<file path="src/rtl/pixel_frame_scheduler.sv">
// pixel_frame_scheduler
//   Shares the pixel FIFO write port between the host bus writer and the internal
//   test-pattern generator. Arbitration is per frame: once a source is granted, a whole
//   frame of FRAME_WORDS words is written before anyone else is considered. Pattern frames
//   are paced by a free-running period counter. A host frame that stalls mid-way is padded
//   with zero words, so the FIFO always holds whole frames.
//
// Ports
//   clk, reset        clock; synchronous active-high reset
//   mode              0 host only, 1 pattern only, 2 auto (host first, pattern on host idle), 3 off
//   host_data/valid   host word stream; host_ready is high while the host frame is open
//   pat_data/valid    pattern word stream; pat_ready is high while the pattern frame is open
//   pat_frame_start   1-cycle pulse telling the pattern generator to restart at pixel 0
//   fifo_full_count   current pixel FIFO occupancy
//   fifo_wr_data/en   registered FIFO write port (one cycle after the accepted beat)
//   grant             0 none, 1 host (including padding), 2 pattern
//   frame_done        pulses together with the last write of a frame
//   pad_event         pulses when a stalled host frame switches to zero padding
//   frame_count       completed frames, wrapping
module pixel_frame_scheduler #(
  parameter int N_STRINGS          = 4,
  parameter int N_LEDS_PER_STRING  = 150,
  parameter int FIFO_ADDR_WIDTH    = 12,
  parameter int FIFO_DATA_WIDTH    = 16,
  parameter int FRAME_PERIOD_TICKS = 333333,
  parameter int HOST_TIMEOUT_TICKS = 200000
) (
  input  logic                       clk,
  input  logic                       reset,
  input  logic [1:0]                 mode,
  input  logic [FIFO_DATA_WIDTH-1:0] host_data,
  input  logic                       host_valid,
  output logic                       host_ready,
  input  logic [FIFO_DATA_WIDTH-1:0] pat_data,
  input  logic                       pat_valid,
  output logic                       pat_ready,
  output logic                       pat_frame_start,
  input  logic [FIFO_ADDR_WIDTH:0]   fifo_full_count,
  output logic [FIFO_DATA_WIDTH-1:0] fifo_wr_data,
  output logic                       fifo_wr_en,
  output logic [1:0]                 grant,
  output logic                       frame_done,
  output logic                       pad_event,
  output logic [15:0]                frame_count
);

  localparam int FRAME_WORDS = N_STRINGS * N_LEDS_PER_STRING * 3 / (FIFO_DATA_WIDTH / 8);
  localparam int WCW = (FRAME_WORDS > 1) ? $clog2(FRAME_WORDS) : 1;
  localparam int PCW = (FRAME_PERIOD_TICKS > 1) ? $clog2(FRAME_PERIOD_TICKS) : 1;
  localparam int ICW = $clog2(HOST_TIMEOUT_TICKS + 1);

  localparam logic [WCW-1:0]           WORD_LAST   = WCW'(FRAME_WORDS - 1);
  localparam logic [PCW-1:0]           PERIOD_LAST = PCW'(FRAME_PERIOD_TICKS - 1);
  localparam logic [ICW-1:0]           IDLE_LIMIT  = ICW'(HOST_TIMEOUT_TICKS);
  localparam logic [FIFO_ADDR_WIDTH:0] FIFO_DEPTH  = {1'b1, {FIFO_ADDR_WIDTH{1'b0}}};
  localparam logic [FIFO_ADDR_WIDTH:0] FRAME_NEED  = (FIFO_ADDR_WIDTH + 1)'(FRAME_WORDS);

  typedef enum logic [1:0] {IDLE, HOST, PAT, PAD} state_t;

  state_t                     state;
  logic [WCW-1:0]             word_cnt;
  logic [PCW-1:0]             period_cnt;
  logic                       tick_pending;
  logic [ICW-1:0]             host_idle;

  logic [FIFO_ADDR_WIDTH:0]   free;
  logic                       space_ok;
  logic                       period_tick;
  logic                       host_timed_out;
  logic                       host_start;
  logic                       pat_start;
  logic                       beat;
  logic [FIFO_DATA_WIDTH-1:0] beat_data;

  assign host_ready = (state == HOST);
  assign pat_ready  = (state == PAT);

  always_comb begin
    free           = FIFO_DEPTH - fifo_full_count;
    space_ok       = (free >= FRAME_NEED);
    // A tick that could not be used earlier stays available until a pattern frame starts.
    period_tick    = (period_cnt == PERIOD_LAST) || tick_pending;
    host_timed_out = (host_idle >= IDLE_LIMIT);
    host_start     = (state == IDLE) && space_ok && host_valid &&
                     ((mode == 2'd0) || (mode == 2'd2));
    pat_start      = (state == IDLE) && space_ok && !host_start && period_tick &&
                     ((mode == 2'd1) || ((mode == 2'd2) && host_timed_out));
  end

  // One FIFO word is produced per cycle in which the open frame has data to give;
  // padding always has data.
  always_comb begin
    beat      = 1'b0;
    beat_data = '0;
    case (state)
      HOST: begin
        beat      = host_valid;
        beat_data = host_data;
      end
      PAT: begin
        beat      = pat_valid;
        beat_data = pat_data;
      end
      PAD: begin
        beat      = 1'b1;
        beat_data = '0;
      end
      default: ;
    endcase
  end

  // Frame pacing and host inactivity tracking.
  always_ff @(posedge clk) begin
    if (reset) begin
      period_cnt   <= '0;
      tick_pending <= 1'b0;
      host_idle    <= '0;
    end else begin
      period_cnt   <= (period_cnt == PERIOD_LAST) ? '0 : period_cnt + PCW'(1);
      tick_pending <= period_tick && !pat_start;
      if (host_valid)
        host_idle <= '0;
      else if (!host_timed_out)
        host_idle <= host_idle + ICW'(1);
    end
  end

  always_ff @(posedge clk) begin
    if (reset) begin
      state           <= IDLE;
      word_cnt        <= '0;
      grant           <= 2'd0;
      fifo_wr_data    <= '0;
      fifo_wr_en      <= 1'b0;
      frame_done      <= 1'b0;
      pad_event       <= 1'b0;
      pat_frame_start <= 1'b0;
      frame_count     <= 16'd0;
    end else begin
      fifo_wr_en      <= 1'b0;
      frame_done      <= 1'b0;
      pad_event       <= 1'b0;
      pat_frame_start <= 1'b0;
      if (beat) begin
        fifo_wr_en   <= 1'b1;
        fifo_wr_data <= beat_data;
        if (word_cnt == '0) begin
          state       <= IDLE;
          grant       <= 2'd0;
          frame_done  <= 1'b1;
          frame_count <= frame_count + 16'd1;
        end else begin
          word_cnt <= word_cnt - WCW'(1);
        end
      end else if (state == IDLE) begin
        if (host_start) begin
          state    <= HOST;
          grant    <= 2'd1;
          word_cnt <= WORD_LAST;
        end else if (pat_start) begin
          state           <= PAT;
          grant           <= 2'd2;
          word_cnt        <= WORD_LAST;
          pat_frame_start <= 1'b1;
        end
      end else if ((state == HOST) && host_timed_out) begin
        // Host went quiet mid-frame: finish the frame with zero words.
        state     <= PAD;
        pad_event <= 1'b1;
      end
    end
  end

endmodule
</file>
<file path="config.mk">
export PLATFORM = sky130hd
export DESIGN_NAME = pixel_frame_scheduler
export DESIGN_NICKNAME = d
export VERILOG_FILES = /design/src/rtl/pixel_frame_scheduler.sv
export SDC_FILE = /design/constraint.sdc
export NUM_CORES = 1
export LEC_CHECK = 0
export ABC_AREA = 1
export ABC_CLOCK_PERIOD_IN_PS = 4300
export CAP_MARGIN = 20
export CORE_UTILIZATION = 50
export CTS_BUF_LIST = sky130_fd_sc_hd__clkbuf_8
export DETAILED_ROUTE_END_ITERATION = 7
export PLACE_DENSITY = 0.78
export SETUP_SLACK_MARGIN = 0.4
export SYNTH_ARGS = -nofsm -noshare
export SYNTH_HDL_FRONTEND = slang
export SYNTH_SLANG_ARGS = --single-unit
</file>
<file path="constraint.sdc">
create_clock -name clk -period 4.3 [get_ports clk]
set_input_delay 0.86 -clock clk [delete_from_list [all_inputs] [get_ports clk]]
set_output_delay 0.86 -clock clk [all_outputs]
set_load 0.01 [all_outputs]
</file>
==> flow_summary.yaml, run 1 <==
global_route:
  grt_antenna_before_repair: 0
  first_global_vias: 4010
  grt_start_max_net_pins: 25
  first_pass_grt_wire_length_mm: 17.5
  global_route.overflow_total: 0
  global_route.usage.total: 0.221
critical_path:
  critPathKind: "flip-flop to output port"
  crit-reg2reg-launch: "state[1]$_SDFFE_PP0P_"
  critPathMaxStageDelay_ps: 670
  critPathCaptureType: "output port"
  critical_path_data_required_time_ps: 3440
  worst-r2r-cell-count: 13
  crit_path_cell_trace: "inv_1, ha_1, clkdlybuf4s50_1"
  worst_r2r_endpoint: "frame_count[10]$_SDFFE_PP0P_"
  worst-r2r-setup-slack_ps: 1780
  timing.critical_path.from_type: "flip-flop"
  cp_data_arrival_time_ps: 2100
  peak_fanout_along_the_critical_path: 19
  worst_path_max_delay_cell: "sky130_fd_sc_hd__clkdlybuf4s50_1"
floorplan:
  fp.coreArea_um2: 8810
  start_util: 0.522
  die_h_um: 97.8
  number_of_rows_in_the_core_area: 34
  die_width_um: 97.8
  ports_placed_on_the_boundary: 91
  dieArea_um2: 9570
placement:
  pre_cts_ws_ps: 1060
  place.detailed.instances: 812
  gp_congestion: 0.880
  post-dp-hpwl_mm: 7.80
  port_buffers: 90
  placement.cell_area_um2: 5550
power_and_ir_drop:
  power.switching_fraction: 0.337
  power-per-cell-area_nw_per_um2: 382
  leakage_nw: 2.32
  net-switching-power_mw: 0.740
  share_of_total_power_in_the_clock_network: 0.286
  p_seq_frac: 0.413
  share_comb_of_total_power: 0.301
  worst_ir_drop_vdd_mv: 0.200
  power_report.internal_total_mw: 1.46
route:
  vias_per_cell: 5.29
  route.detailed.wl_per_inst_um: 12.6
  post-route-drc-count: 10
  via_count: 4371
  detail_route.first_pass.iterations: 8
  detail_route.iter0.violations: 158
  postRouteAntennaNets: 0
  route.final.wire_length_mm: 10.4
sta:
  final-setup-viol-count: 0
  totalNegativeSetupSlack_ps: 0
  max_slew_margin: 0.527
  max_freq_ghz: 0.338
  tightest_slew_ps: 709
  final.period_utilization: 0.687
  grt_setup_unrepaired: "no"
  final_count_of_hold_timing_violations: 0
  final.min_clock_period_ps: 2960
  clock-skew-final_ps: 14.0
  min_hold_slack_ps: 475
  slew_viol_final: 0
  worst_slack_ps: 1340
worst_hold_path:
  hold-path-cell-count: 1
  hold_path_end: "fifo_wr_data[8]$_SDFFE_PP0P_"
  timing.hold.worst.class: "flip-flop to flip-flop"
  holdCritStartpoint: "fifo_wr_data[8]$_SDFFE_PP0P_"
cts:
  setup_fix_bufs_post_cts: 0
  cts_max_level: 3
  cts_hold_repair.buffers: 0
  tritoncts: "done"
  ctsResizeCount: 0
  cts-buffers-inserted: 9
  cts_num_sinks: 88
  clk_pin_slew_worst_paths_ps: 90
  cts_buffer_depth: 2
  cts.root.buffer_cell: "sky130_fd_sc_hd__clkbuf_8"
  clkLatencyLatePin_ps: 360
finish:
  layout-drive-gt1-share: 0.0765
  layoutNonFillerInstCount: 827
  final_net_count: 777
  final_standard_cell_area_without_fillers_um2: 5770
  area_delta_synth_final_pct: 25.5
  antenna_cells_inserted: 0
logic_synthesis:
  synth-edff-count: 0
  synth.avg_cell_area_um2: 7.28
  synth_xor_xnor_area_share: 0.0362
  synthCells: 631
  post_synth_and_or_nand_nor_area_fraction: 0.325
  synth-compound-area-share: 0.139
  synth_nets: 693
  seq_area_frac_synth: 0.384
  synth.cell_area_um2: 4590
  synth_warnings: 0
  netlist-cell-type-count: 45
  dominantRegCellSynth: "sky130_fd_sc_hd__dfxtp_1"
  synth_top_family_by_area: "simple AND/OR/NAND/NOR gates"
  synth_adder_area_share: 0.0300
  post_synth_mux_area_share: 0
  ys_async_sr_fraction: 0
  synth.ff_latch_count: 88
status:
  run_status: "finished with violations"
  failing_checks: "design-rule violations"
run:
  maxCapViolations: 0
synth_stat cells, types with 2 or more instances:
cell | n | area share
sky130_fd_sc_hd__nor3_2 | 4 | 0.0087
sky130_fd_sc_hd__nand4_1 | 13 | 0.018
sky130_fd_sc_hd__buf_2 | 5 | 0.0054
sky130_fd_sc_hd__a32o_1 | 16 | 0.035
sky130_fd_sc_hd__xnor2_1 | 6 | 0.011
sky130_fd_sc_hd__nor2_2 | 7 | 0.0095
sky130_fd_sc_hd__buf_1 | 2 | 0.0016
sky130_fd_sc_hd__o21ai_1 | 3 | 0.0033
sky130_fd_sc_hd__ha_1 | 11 | 0.030
sky130_fd_sc_hd__a22o_1 | 16 | 0.031
sky130_fd_sc_hd__or2_2 | 3 | 0.0041
sky130_fd_sc_hd__nor3_1 | 18 | 0.020
sky130_fd_sc_hd__a21oi_1 | 39 | 0.042
sky130_fd_sc_hd__nor2_4 | 2 | 0.0049
sky130_fd_sc_hd__dfxtp_1 | 88 | 0.38
sky130_fd_sc_hd__nand3_1 | 33 | 0.036
sky130_fd_sc_hd__xor2_1 | 13 | 0.025
sky130_fd_sc_hd__nand3_2 | 2 | 0.0044
sky130_fd_sc_hd__o21ai_0 | 18 | 0.020
sky130_fd_sc_hd__nor2_1 | 74 | 0.060
sky130_fd_sc_hd__inv_1 | 76 | 0.062
sky130_fd_sc_hd__nand2_1 | 136 | 0.11
sky130_fd_sc_hd__buf_4 | 4 | 0.0065
sky130_fd_sc_hd__a31oi_1 | 2 | 0.0027
sky130_fd_sc_hd__clkbuf_1 | 7 | 0.0057
sky130_fd_sc_hd__inv_2 | 3 | 0.0025
sky130_fd_sc_hd__nor4_1 | 5 | 0.0068
sky130_fd_sc_hd__nand2_2 | 7 | 0.0095
sky130_fd_sc_hd__nor3b_1 | 2 | 0.0033
layer usage:
metal,track usage,up-vias,share of wire,wire length (um)
li1,-,2251,-,-
met1,0.259,1998,0.44,4590
met2,0.393,111,0.48,5050
met3,0.0594,11,0.064,671
met4,0.0676,0,0.0098,102
met5,0,-,0,0
power groups by stage:
stage	clock network (mW)	registers (mW)	logic, mW
after floorplan	0	0.923	0.494
after detailed placement	0	0.927	0.657
after global placement	0	0.924	0.637
final	0.629	0.909	0.661
after CTS	0.641	0.909	0.662
after global routing	0.678	0.917	0.738
registers in the layout, summed over array words and instances, names as in the netlist:
| register | cells |
|---|---|
| fifo_wr_data | 16 |
| fifo_wr_en | 1 |
| frame_count | 16 |
| frame_done | 1 |
| grant | 2 |
| host_idle | 18 |
| pad_event | 1 |
| pat_frame_start | 1 |
| period_cnt | 19 |
| state | 2 |
| tick_pending | 1 |
| word_cnt | 10 |
critical path: cells and delay by family, from the launching register on:
family                     cells  cell delay, ps
adders and majority gates      1             610
buffers and inverters          2             790
DFF                            1             360
metrics by stage:
stage | power, mW | util
2_1_floorplan | 1.42 | -
3_3_place_gp | 1.56 | 0.630
3_5_place_dp | 1.58 | 0.630
4_1_cts | 2.21 | 0.655
5_1_grt | 2.33 | 0.655
6_report | 2.20 | 0.655
cell families (layout without fill, tap and decap cells):
logic type / after synthesis / after routing
xor gates and xnor gates: 19 / 19
AOI/OAI and AO/OA: 97 / 97
adders and majority gates: 11 / 11
DFF: 88 / 88
and+or+nand+nor: 317 / 317
buffers and inverters: 99 / 187
worst max-delay path by stage:
stage                                      from                        to  cells past startpoint
after floorplan              fifo_full_count[8]  word_cnt[2]$_SDFFE_PP0P_                     12
after global placement                    reset  period_cnt[8]$_SDFF_PP0_                      4
after detailed placement                  reset  period_cnt[8]$_SDFF_PP0_                      4
after CTS                 state[1]$_SDFFE_PP0P_                host_ready                      3
after global routing      state[1]$_SDFFE_PP0P_                host_ready                      3
final                     state[1]$_SDFFE_PP0P_                host_ready                      3
cell usage in the layout, fill, tap and decap left out, types with 2 or more instances in the layout:
cell type	netlist	layout
sky130_fd_sc_hd__xor2_1	13	13
sky130_fd_sc_hd__nor2_2	7	7
sky130_fd_sc_hd__inv_2	3	3
sky130_fd_sc_hd__o21ai_1	3	3
sky130_fd_sc_hd__dfxtp_1	88	88
sky130_fd_sc_hd__xnor2_1	6	6
sky130_fd_sc_hd__o21ai_0	18	18
sky130_fd_sc_hd__nor3b_1	2	2
sky130_fd_sc_hd__nor2_4	2	2
sky130_fd_sc_hd__a21oi_1	39	39
sky130_fd_sc_hd__nand3_1	33	33
sky130_fd_sc_hd__nand4_1	13	13
sky130_fd_sc_hd__nor3_1	18	18
sky130_fd_sc_hd__ha_1	11	11
sky130_fd_sc_hd__a22o_1	16	16
sky130_fd_sc_hd__a32o_1	16	16
sky130_fd_sc_hd__nor3_2	4	4
sky130_fd_sc_hd__clkdlybuf4s50_1	0	90
sky130_fd_sc_hd__or2_2	3	3
sky130_fd_sc_hd__bufinv_16	0	2
sky130_fd_sc_hd__nand3_2	2	2
sky130_fd_sc_hd__nor4_1	5	5
sky130_fd_sc_hd__nand2_1	136	136
sky130_fd_sc_hd__a31oi_1	2	2
sky130_fd_sc_hd__clkinv_4	0	2
sky130_fd_sc_hd__clkbuf_8	0	9
sky130_fd_sc_hd__nor2_1	74	74
sky130_fd_sc_hd__nand2_2	7	7
sky130_fd_sc_hd__inv_1	76	76
area by class of cell:
class | instances | area, um2
inverter | 81 | 308
sequential | 88 | 1760
multi-input combinational | 444 | 2430
fill | 786 | 3040
clock buffer | 9 | 124
tap | 108 | 135
clock inverter | 6 | 93.8
timing repair buffer | 91 | 908
Power figures use the tool's default switching activity.
==> run 2: changes to the inputs <==
--- a/config.mk
+++ b/config.mk
@@ -6,7 +6,7 @@
 export NUM_CORES = 1
 export LEC_CHECK = 0
 export ABC_AREA = 1
-export ABC_CLOCK_PERIOD_IN_PS = 4300
+export ABC_CLOCK_PERIOD_IN_PS = 3000
 export CAP_MARGIN = 20
 export CORE_UTILIZATION = 50
 export CTS_BUF_LIST = sky130_fd_sc_hd__clkbuf_8
==> constraint.sdc (replaced) <==
create_clock -name clk -period 3 [get_ports clk]
set_input_delay 0.6 -clock clk [delete_from_list [all_inputs] [get_ports clk]]
set_output_delay 0.6 -clock clk [all_outputs]
set_load 0.01 [all_outputs]
==> run 2 against run 1 <==
  * The flow still finishes with violations (design-rule violations)
  * Sequential cell count stayed put
  * Highest routed layer unchanged
  * Power is 43% higher
  * Hold slack worse by 5.1 ps
  * Final area is 0.63% higher
  * Cell count is 0.73% higher
  * Routed wire length is 1.1% lower
  * Via count is 1.5% lower
  * Global-route usage is 0.063 points lower
  * Sequential power is 43% higher
  * Register-to-register slack worse by 1000 ps
==> flow_summary.yaml, run 2 (synthesized netlist as in run 1, its figures left out) <==
status:
  run_status: "finished with violations"
  failing_checks: "design-rule violations"
cts:
  cts_buffer_depth: 2
  clk_pin_slew_worst_paths_ps: 90
  cts_num_sinks: 88
  ctsResizeCount: 2
  cts.root.buffer_cell: "sky130_fd_sc_hd__clkbuf_8"
  cts_max_level: 3
  clkLatencyLatePin_ps: 370
  cts-buffers-inserted: 9
  cts_hold_repair.buffers: 0
  setup_fix_bufs_post_cts: 0
  tritoncts: "done"
sta:
  final.min_clock_period_ps: 2490
  grt_setup_unrepaired: "no"
  final-setup-viol-count: 0
  clock-skew-final_ps: 10.5
  final_count_of_hold_timing_violations: 0
  slew_viol_final: 0
  max_freq_ghz: 0.401
  final.period_utilization: 0.831
  tightest_slew_ps: 534
  totalNegativeSetupSlack_ps: 0
  max_slew_margin: 0.644
placement:
  port_buffers: 90
  gp_congestion: 0.839
  place.detailed.instances: 817
  placement.cell_area_um2: 5590
  post-dp-hpwl_mm: 7.84
finish:
  area_delta_synth_final_pct: 26.3
  max_ffs_per_register: 19
  layout_common_cells: "sky130_fd_sc_hd__nand2_1 (136), sky130_fd_sc_hd__clkdlybuf4s50_1 (90), sky130_fd_sc_hd__dfxtp_1 (88), sky130_fd_sc_hd__inv_1 (76), sky130_fd_sc_hd__nor2_1 (74)"
  largest_registers: "period_cnt (19), host_idle (18)"
  antenna_cells_inserted: 0
  layout-drive-gt1-share: 0.0869
  finalCoreUtilization: 0.659
  final_common_cell: "sky130_fd_sc_hd__nand2_1"
  layoutNonFillerInstCount: 833
  final_net_count: 782
  final_standard_cell_area_without_fillers_um2: 5800
  biggest_register: "period_cnt"
route:
  vias_per_cell: 5.17
  via_count: 4307
  detail_route.iter0.violations: 134
  postRouteAntennaNets: 0
  post-route-drc-count: 10
  route.detailed.wl_per_inst_um: 12.4
  route.final.wire_length_mm: 10.3
  detail_route.first_pass.iterations: 7
floorplan:
  die_h_um: 97.8
  ports_placed_on_the_boundary: 91
  number_of_rows_in_the_core_area: 34
  die_width_um: 97.8
  start_util: 0.522
  fp.coreArea_um2: 8810
  dieArea_um2: 9570
power_and_ir_drop:
  leakage_nw: 2.34
  net-switching-power_mw: 1.11
  p_seq_frac: 0.414
  worst_ir_drop_vdd_mv: 0.345
  power-per-cell-area_nw_per_um2: 542
  power.switching_fraction: 0.353
  p_total_mw: 3.15
  share_of_total_power_in_the_clock_network: 0.279
  share_comb_of_total_power: 0.307
  power_report.internal_total_mw: 2.04
critical_path:
  critical_path.n_buffers_inverters: 2
  crit_path_cell_trace: "inv_1, ha_2, clkdlybuf4s50_1"
  cp_data_arrival_time_ps: 1890
  critPathKind: "flip-flop to output port"
  timing.critical_path.from_type: "flip-flop"
  worst_path_max_delay_cell: "sky130_fd_sc_hd__clkdlybuf4s50_1"
  critPathMaxStageDelay_ps: 620
  critical_path_data_required_time_ps: 2400
  peak_fanout_along_the_critical_path: 19
  critPathCaptureType: "output port"
  cpLargestDelayFamily: "buffers and inverters"
global_route:
  grt_antenna_before_repair: 0
  first_global_vias: 4109
  grt_start_max_net_pins: 24
  global_route.overflow_total: 0
  first_pass_grt_wire_length_mm: 17.3
  global_route.usage.total: 0.221
worst_hold_path:
  timing.hold.worst.class: "flip-flop to flip-flop"
run:
  maxCapViolations: 0
==> run 2: cell type report <==
cell class / instances / area, um2
Clock buffer: 9 / 124
Clock inverter: 7 / 87.6
Fill cell: 778 / 3000
Inverter: 81 / 308
Multi-Input combinational cell: 444 / 2440
Sequential cell: 88 / 1760
Tap cell: 108 / 135
Timing Repair Buffer: 96 / 946
==> run 2: power by group through the flow <==
stage	combinational, mW	sequential (mW)	clock (mW)
final	0.964	1.30	0.879
after detailed placement	0.951	1.33	0
after floorplan	0.708	1.32	0
after global routing	1.07	1.31	0.949
after CTS	0.961	1.30	0.901
after global placement	0.922	1.33	0
==> run 2: path summary, 6_finish.rpt <==
kind	end	cells after the start	startpoint	slack, ps
min	fifo_wr_data[1]$_SDFFE_PP0P_	1	fifo_wr_data[1]$_SDFFE_PP0P_	470
max	host_ready	3	state[1]$_SDFFE_PP0P_	510
max reg2reg	frame_count[10]$_SDFFE_PP0P_	13	state[1]$_SDFFE_PP0P_	760
min reg2reg	fifo_wr_data[1]$_SDFFE_PP0P_	1	fifo_wr_data[1]$_SDFFE_PP0P_	470
==> run 2: metal layers <==
layer  vias up  global-route usage  share of wire
li1       2249                   -              -
met1      1928               0.247           0.44
met2       119               0.403           0.48
met3        11              0.0651          0.071
met4         0              0.0629          0.011
met5         -                   0              0
==> run 2: through the flow <==
| step | hold WS (ps) | setup WS, ps |
|---|---|---|
| floorplan | 441 | 1150 |
| global placement | 445 | 539 |
| detailed placement | 456 | 455 |
| CTS | 473 | 498 |
| global route | 481 | 415 |
| finish | 469 | 506 |
==> run 3: changes to the inputs <==
--- a/config.mk
+++ b/config.mk
@@ -6,9 +6,9 @@
 export NUM_CORES = 1
 export LEC_CHECK = 0
 export ABC_AREA = 1
-export ABC_CLOCK_PERIOD_IN_PS = 3000
+export ABC_CLOCK_PERIOD_IN_PS = 2250
 export CAP_MARGIN = 20
-export CORE_UTILIZATION = 50
+export CORE_UTILIZATION = 48
 export CTS_BUF_LIST = sky130_fd_sc_hd__clkbuf_8
 export DETAILED_ROUTE_END_ITERATION = 7
 export PLACE_DENSITY = 0.78
==> constraint.sdc (replaced) <==
create_clock -name clk -period 2.25 [get_ports clk]
set_input_delay 0.45 -clock clk [delete_from_list [all_inputs] [get_ports clk]]
set_output_delay 0.45 -clock clk [all_outputs]
set_load 0.01 [all_outputs]
==> run 3 against run 2 <==
  * The run now ends clean
  * Setup slack worse by 58 ps
  * Critical path depth is 1 higher
  * Cell count is 4.7% higher
  * Via count is 5.4% higher
  * Register-to-register slack worse by 300 ps
  * Clock power is 29% higher
  * Non-clock buffer count is 18 higher
  * Critical path type unchanged
  * Highest routed layer unchanged
==> flow_summary.yaml, run 3 (synthesized netlist as in run 1, its figures left out) <==
status:
  run_status: "complete, no violations"
cts:
  clk_pin_slew_worst_paths_ps: 90
  cts.root.buffer_cell: "sky130_fd_sc_hd__clkbuf_8"
  cts_max_level: 3
  tritoncts: "done"
  cts_buffer_depth: 2
  cts-buffers-inserted: 9
  cts_num_sinks: 88
  clkLatencyLatePin_ps: 360
  cts_hold_repair.buffers: 0
finish:
  layout_common_cells: "sky130_fd_sc_hd__nand2_1 (127), sky130_fd_sc_hd__clkdlybuf4s50_1 (88), sky130_fd_sc_hd__dfxtp_1 (79), sky130_fd_sc_hd__inv_1 (71), sky130_fd_sc_hd__nor2_1 (68)"
  max_ffs_per_register: 19
  layoutNonFillerInstCount: 872
  final_net_count: 800
  largest_registers: "period_cnt (19), host_idle (18)"
  area_delta_synth_final_pct: 34.7
  final_common_cell: "sky130_fd_sc_hd__nand2_1"
  num-fill-cells: 770
  biggest_register: "period_cnt"
  layout-drive-gt1-share: 0.155
  antenna_cells_inserted: 0
sta:
  slew_viol_final: 0
  min_hold_slack_ps: 451
  grt_setup_unrepaired: "yes"
  final_count_of_hold_timing_violations: 0
  worst_slack_ps: 448
  final.period_utilization: 0.801
  final.min_clock_period_ps: 1800
  max_freq_ghz: 0.555
  tightest_slew_ps: 535
  clock-skew-final_ps: 10.8
  final-setup-viol-count: 0
  totalNegativeSetupSlack_ps: 0
  max_slew_margin: 0.640
critical_path:
  critPathCaptureType: "output port"
  critPathMaxStageDelay_ps: 380
  critical_path.n_buffers_inverters: 3
  critical_path_data_required_time_ps: 1800
  cp_data_arrival_time_ps: 1350
  worst_path_max_delay_cell: "sky130_fd_sc_hd__dfxtp_4"
  cpLargestDelayFamily: "buffers and inverters"
  critPathKind: "flip-flop to output port"
  crit_path_cell_trace: "inv_2, ha_4, buf_6, dlygate4sd2_1"
  peak_fanout_along_the_critical_path: 4
  timing.critical_path.from_type: "flip-flop"
global_route:
  global_route.usage.total: 0.225
  first_pass_grt_wire_length_mm: 18.3
  global_route.overflow_total: 0
  grt_antenna_before_repair: 0
  first_global_vias: 4329
  grt_start_max_net_pins: 24
floorplan:
  ports_placed_on_the_boundary: 91
  die_width_um: 99.8
  die_h_um: 99.8
  start_util: 0.497
  fp.coreArea_um2: 9240
  dieArea_um2: 9960
  number_of_rows_in_the_core_area: 35
route:
  route.final.wire_length_mm: 11.3
  postRouteAntennaNets: 0
  vias_per_cell: 5.21
  detail_route.iter0.violations: 151
  route.detailed.wl_per_inst_um: 12.9
  post-route-drc-count: 0
  via_count: 4539
  detail_route.first_pass.iterations: 4
placement:
  post-dp-hpwl_mm: 7.92
  port_buffers: 90
  gp_congestion: 0.846
  place.detailed.instances: 843
  pre_cts_ws_ps: 18.7
power_and_ir_drop:
  power-per-cell-area_nw_per_um2: 722
  share_comb_of_total_power: 0.353
  share_of_total_power_in_the_clock_network: 0.253
  power.switching_fraction: 0.355
  net-switching-power_mw: 1.59
  power_report.internal_total_mw: 2.88
  p_seq_frac: 0.395
  leakage_nw: 2.49
  worst_ir_drop_vdd_mv: 0.382
run:
  maxCapViolations: 0
worst_hold_path:
  timing.hold.worst.class: "flip-flop to flip-flop"
-- run 3: cell count changes in the layout (fill, tap and decap cells not counted), moves of 3 or more --
cell,before,now
sky130_fd_sc_hd__dfxtp_1,88,79
sky130_fd_sc_hd__inv_1,76,71
sky130_fd_sc_hd__nand2_1,136,127
sky130_fd_sc_hd__dfxtp_4,0,3
sky130_fd_sc_hd__buf_4,6,20
sky130_fd_sc_hd__nor2_1,74,68
sky130_fd_sc_hd__nor2_2,7,10
sky130_fd_sc_hd__nor3_4,0,3
sky130_fd_sc_hd__inv_2,3,7
sky130_fd_sc_hd__nor2_4,2,5
sky130_fd_sc_hd__dfxtp_2,0,6
sky130_fd_sc_hd__ha_1,9,6
sky130_fd_sc_hd__nand2_2,7,13
-- run 3: final cells by class --
class	instances	area (um2)	share of cell area
Inverter	81	315	0.0510
Clock buffer	10	138	0.0222
Multi-Input combinational cell	444	2610	0.421
Clock inverter	6	68.8	0.0111
Sequential cell	88	1780	0.288
Tap cell	129	161	0.0261
Timing Repair Buffer	114	1120	0.181
-- run 3: worst register-to-register path, delay by kind of cell (launching register included) --
| kind | cells | cell delay [ps] |
|---|---|---|
| simple gates | 10 | 950 |
| buf+inv | 2 | 190 |
| flops | 1 | 370 |
| fa+ha+maj | 1 | 200 |
-- run 3: routing by layer --
layer,track usage,share of wire,vias up
li1,-,-,2288
met5,0,0,-
met4,0.0916,0.022,0
met3,0.0453,0.046,20
met1,0.267,0.45,2124
met2,0.398,0.48,107
-- run 3: worst paths after layout --
check	start	endpoint	slack (ps)	cells past startpoint
worst max register to register	state[0]$_SDFFE_PP0P_	frame_count[10]$_SDFFE_PP0P_	460	13
worst min-delay path	period_cnt[0]$_SDFF_PP0_	period_cnt[0]$_SDFF_PP0_	450	1
worst max-delay path	state[1]$_SDFFE_PP0P_	host_ready	450	4
worst min register to register	period_cnt[0]$_SDFF_PP0_	period_cnt[0]$_SDFF_PP0_	450	1
-- run 3: per-stage QoR --
stage           util  total power [mW]  cell area (um2)
4_1_cts        0.640              4.24             5920
3_5_place_dp   0.613              3.09             5660
6_report       0.669              4.46             6190
3_3_place_gp   0.613              3.04             5660
5_1_grt        0.669              4.70             6190
2_1_floorplan      -              2.71             4590
-- run 3: power groups by stage --
stage / Combinational [mW] / Sequential [mW] / Clock (mW)
2_1_floorplan: 0.944 / 1.76 / 0
3_3_place_gp: 1.27 / 1.77 / 0
3_5_place_dp: 1.31 / 1.78 / 0
4_1_cts: 1.35 / 1.75 / 1.14
5_1_grt: 1.72 / 1.77 / 1.20
6_report: 1.57 / 1.76 / 1.13
-- run 3: timing repair --
item / CTS / global route
endpoints found under the setup margin: 9 / 36
pin swaps: 1 / 15
setup buffers: 4 / 8
resized for setup: 12 / 51
cloned: 0 / 1
==> variant (settings of run 3) <==
Encoding of `state_t`: now Gray code (2 bits for 4 states).
--- a/src/rtl/pixel_frame_scheduler.sv
+++ b/src/rtl/pixel_frame_scheduler.sv
@@ -57,3 +57,3 @@
 
-  typedef enum logic [1:0] {IDLE, HOST, PAT, PAD} state_t;
+  typedef enum logic [1:0] {IDLE = 2'b00, HOST = 2'b01, PAT = 2'b11, PAD = 2'b10} state_t;
 
Behaviour: same outputs for any inputs over 10 cycles, from zero or initial values and one cycle with reset high; not proved beyond that.
==> variant against run 3 <==
Setup slack improved by 0.0055 ns; critical endpoint is now frame_count[7]; sequential cell count is the same; wire length fell by 5.8%; area after synthesis shrank 0.16%; total power decreased by 1.8%; highest routed layer unchanged; via count shrank 5.2%; largest cell class unchanged; fmax rose by 0.30%; register-to-register slack improved by 0.11 ns; count of clock-buffer cells in the layout is 2 higher; largest power group unchanged; cell area down 4.4%; final cell count decreased by 3.8%.
==> variant: results <==
{
  "r2r_cells": 11,
  "nets": 762,
  "fillCellCount": 808,
  "crit_path_max_fanout": 5,
  "grt_max_degree": 28,
  "synth_nets": 666,
  "drtIter0Drc": 142,
  "drive_above_1_share": 0.1239,
  "wl_met3_um": 342,
  "p_per_area_nw_per_um2": 741.5,
  "grt_use_met2": 0.3798,
  "route.met2.wl_mm": 5.298,
  "status": "complete, no violations",
  "yosys-top-cells-count": "nand2_1 (114), dfxtp_1 (88), nor2_1 (67), inv_1 (60), a21oi_1 (43)",
  "cpPeakStageDelay_ns": 0.57,
  "grt_pass1_vias": 4099,
  "grt_usage": 0.2220,
  "yosysSeqAreaShare": 0.3842,
  "grt_pass1_wl_mm": 18.00,
  "use_met1": 0.2746,
  "tightest_slew_ns": 0.4100,
  "worst_path_max_delay_cell": "clkdlybuf4s50_1",
  "peakVddDrop_v": 0.0003492,
  "dp_hpwl_mm": 7.903,
  "via_count": 4301,
  "yosys-top-cells-area": "dfxtp_1 (38%), nand2_1 (9.3%), a22o_1 (6.1%)"
}
variant: cell types whose count changed after synthesis, moves of 4 or more:
cell and delta:
a22o_1 +16, nand2_1 -22, inv_1 -16, xor2_1 +4, nor2_4 +4, inv_2 +4, ha_1 -5, a21oi_1 +4
a32o_1 -16, nor2_1 -7
variant: final timing paths:
path	start	to	slack (ns)
max	frame_count[7]	frame_count[7]	0.45
max reg2reg	host_idle[8]	state[0]	0.57
min reg2reg	period_cnt[0]	period_cnt[0]	0.47
min	period_cnt[0]	period_cnt[0]	0.47
variant: stage by stage:
step / cells / total power, mW
floorplan: 609 / 2.751
global placement: 823 / 3.050
detailed placement: 823 / 3.099
CTS: 839 / 4.376
global route: 839 / 4.655
finish: 839 / 4.383
variant: cells by family (layout without fill, tap and decap cells):
group           count (synthesis)  count (layout)  synth area share
flops                          88              88            0.3842
fa+ha+maj                       6               6           0.01637
simple gates                  300             300            0.3239
buf+inv                        86             187           0.07940
compound gates                104             104            0.1484
xor+xnor                       25              25           0.04775
variant: cell type report:
class | instances | area share
multi-input cells | 435 | 0.4223
flip-flops and latches | 88 | 0.2993
repair buffers | 99 | 0.1634
inverters | 72 | 0.04699
clock buffers | 12 | 0.02794
well taps | 129 | 0.02731
clock inverters | 4 | 0.01270
variant: power by group through the flow:
stage	registers (mW)	logic [mW]	clock network, mW
after floorplan	1.81	0.941	0
after global placement	1.82	1.23	0
after detailed placement	1.82	1.28	0
after CTS	1.79	1.28	1.31
after global routing	1.81	1.48	1.36
final	1.79	1.32	1.27
variant: repair_timing:
| item | in CTS | in global routing |
|---|---|---|
| hold buffers | 0 | 0 |
| setup buffers | 0 | 0 |
| gates resized for setup | 4 | 12 |
| setup endpoints to repair | 3 | 20 |
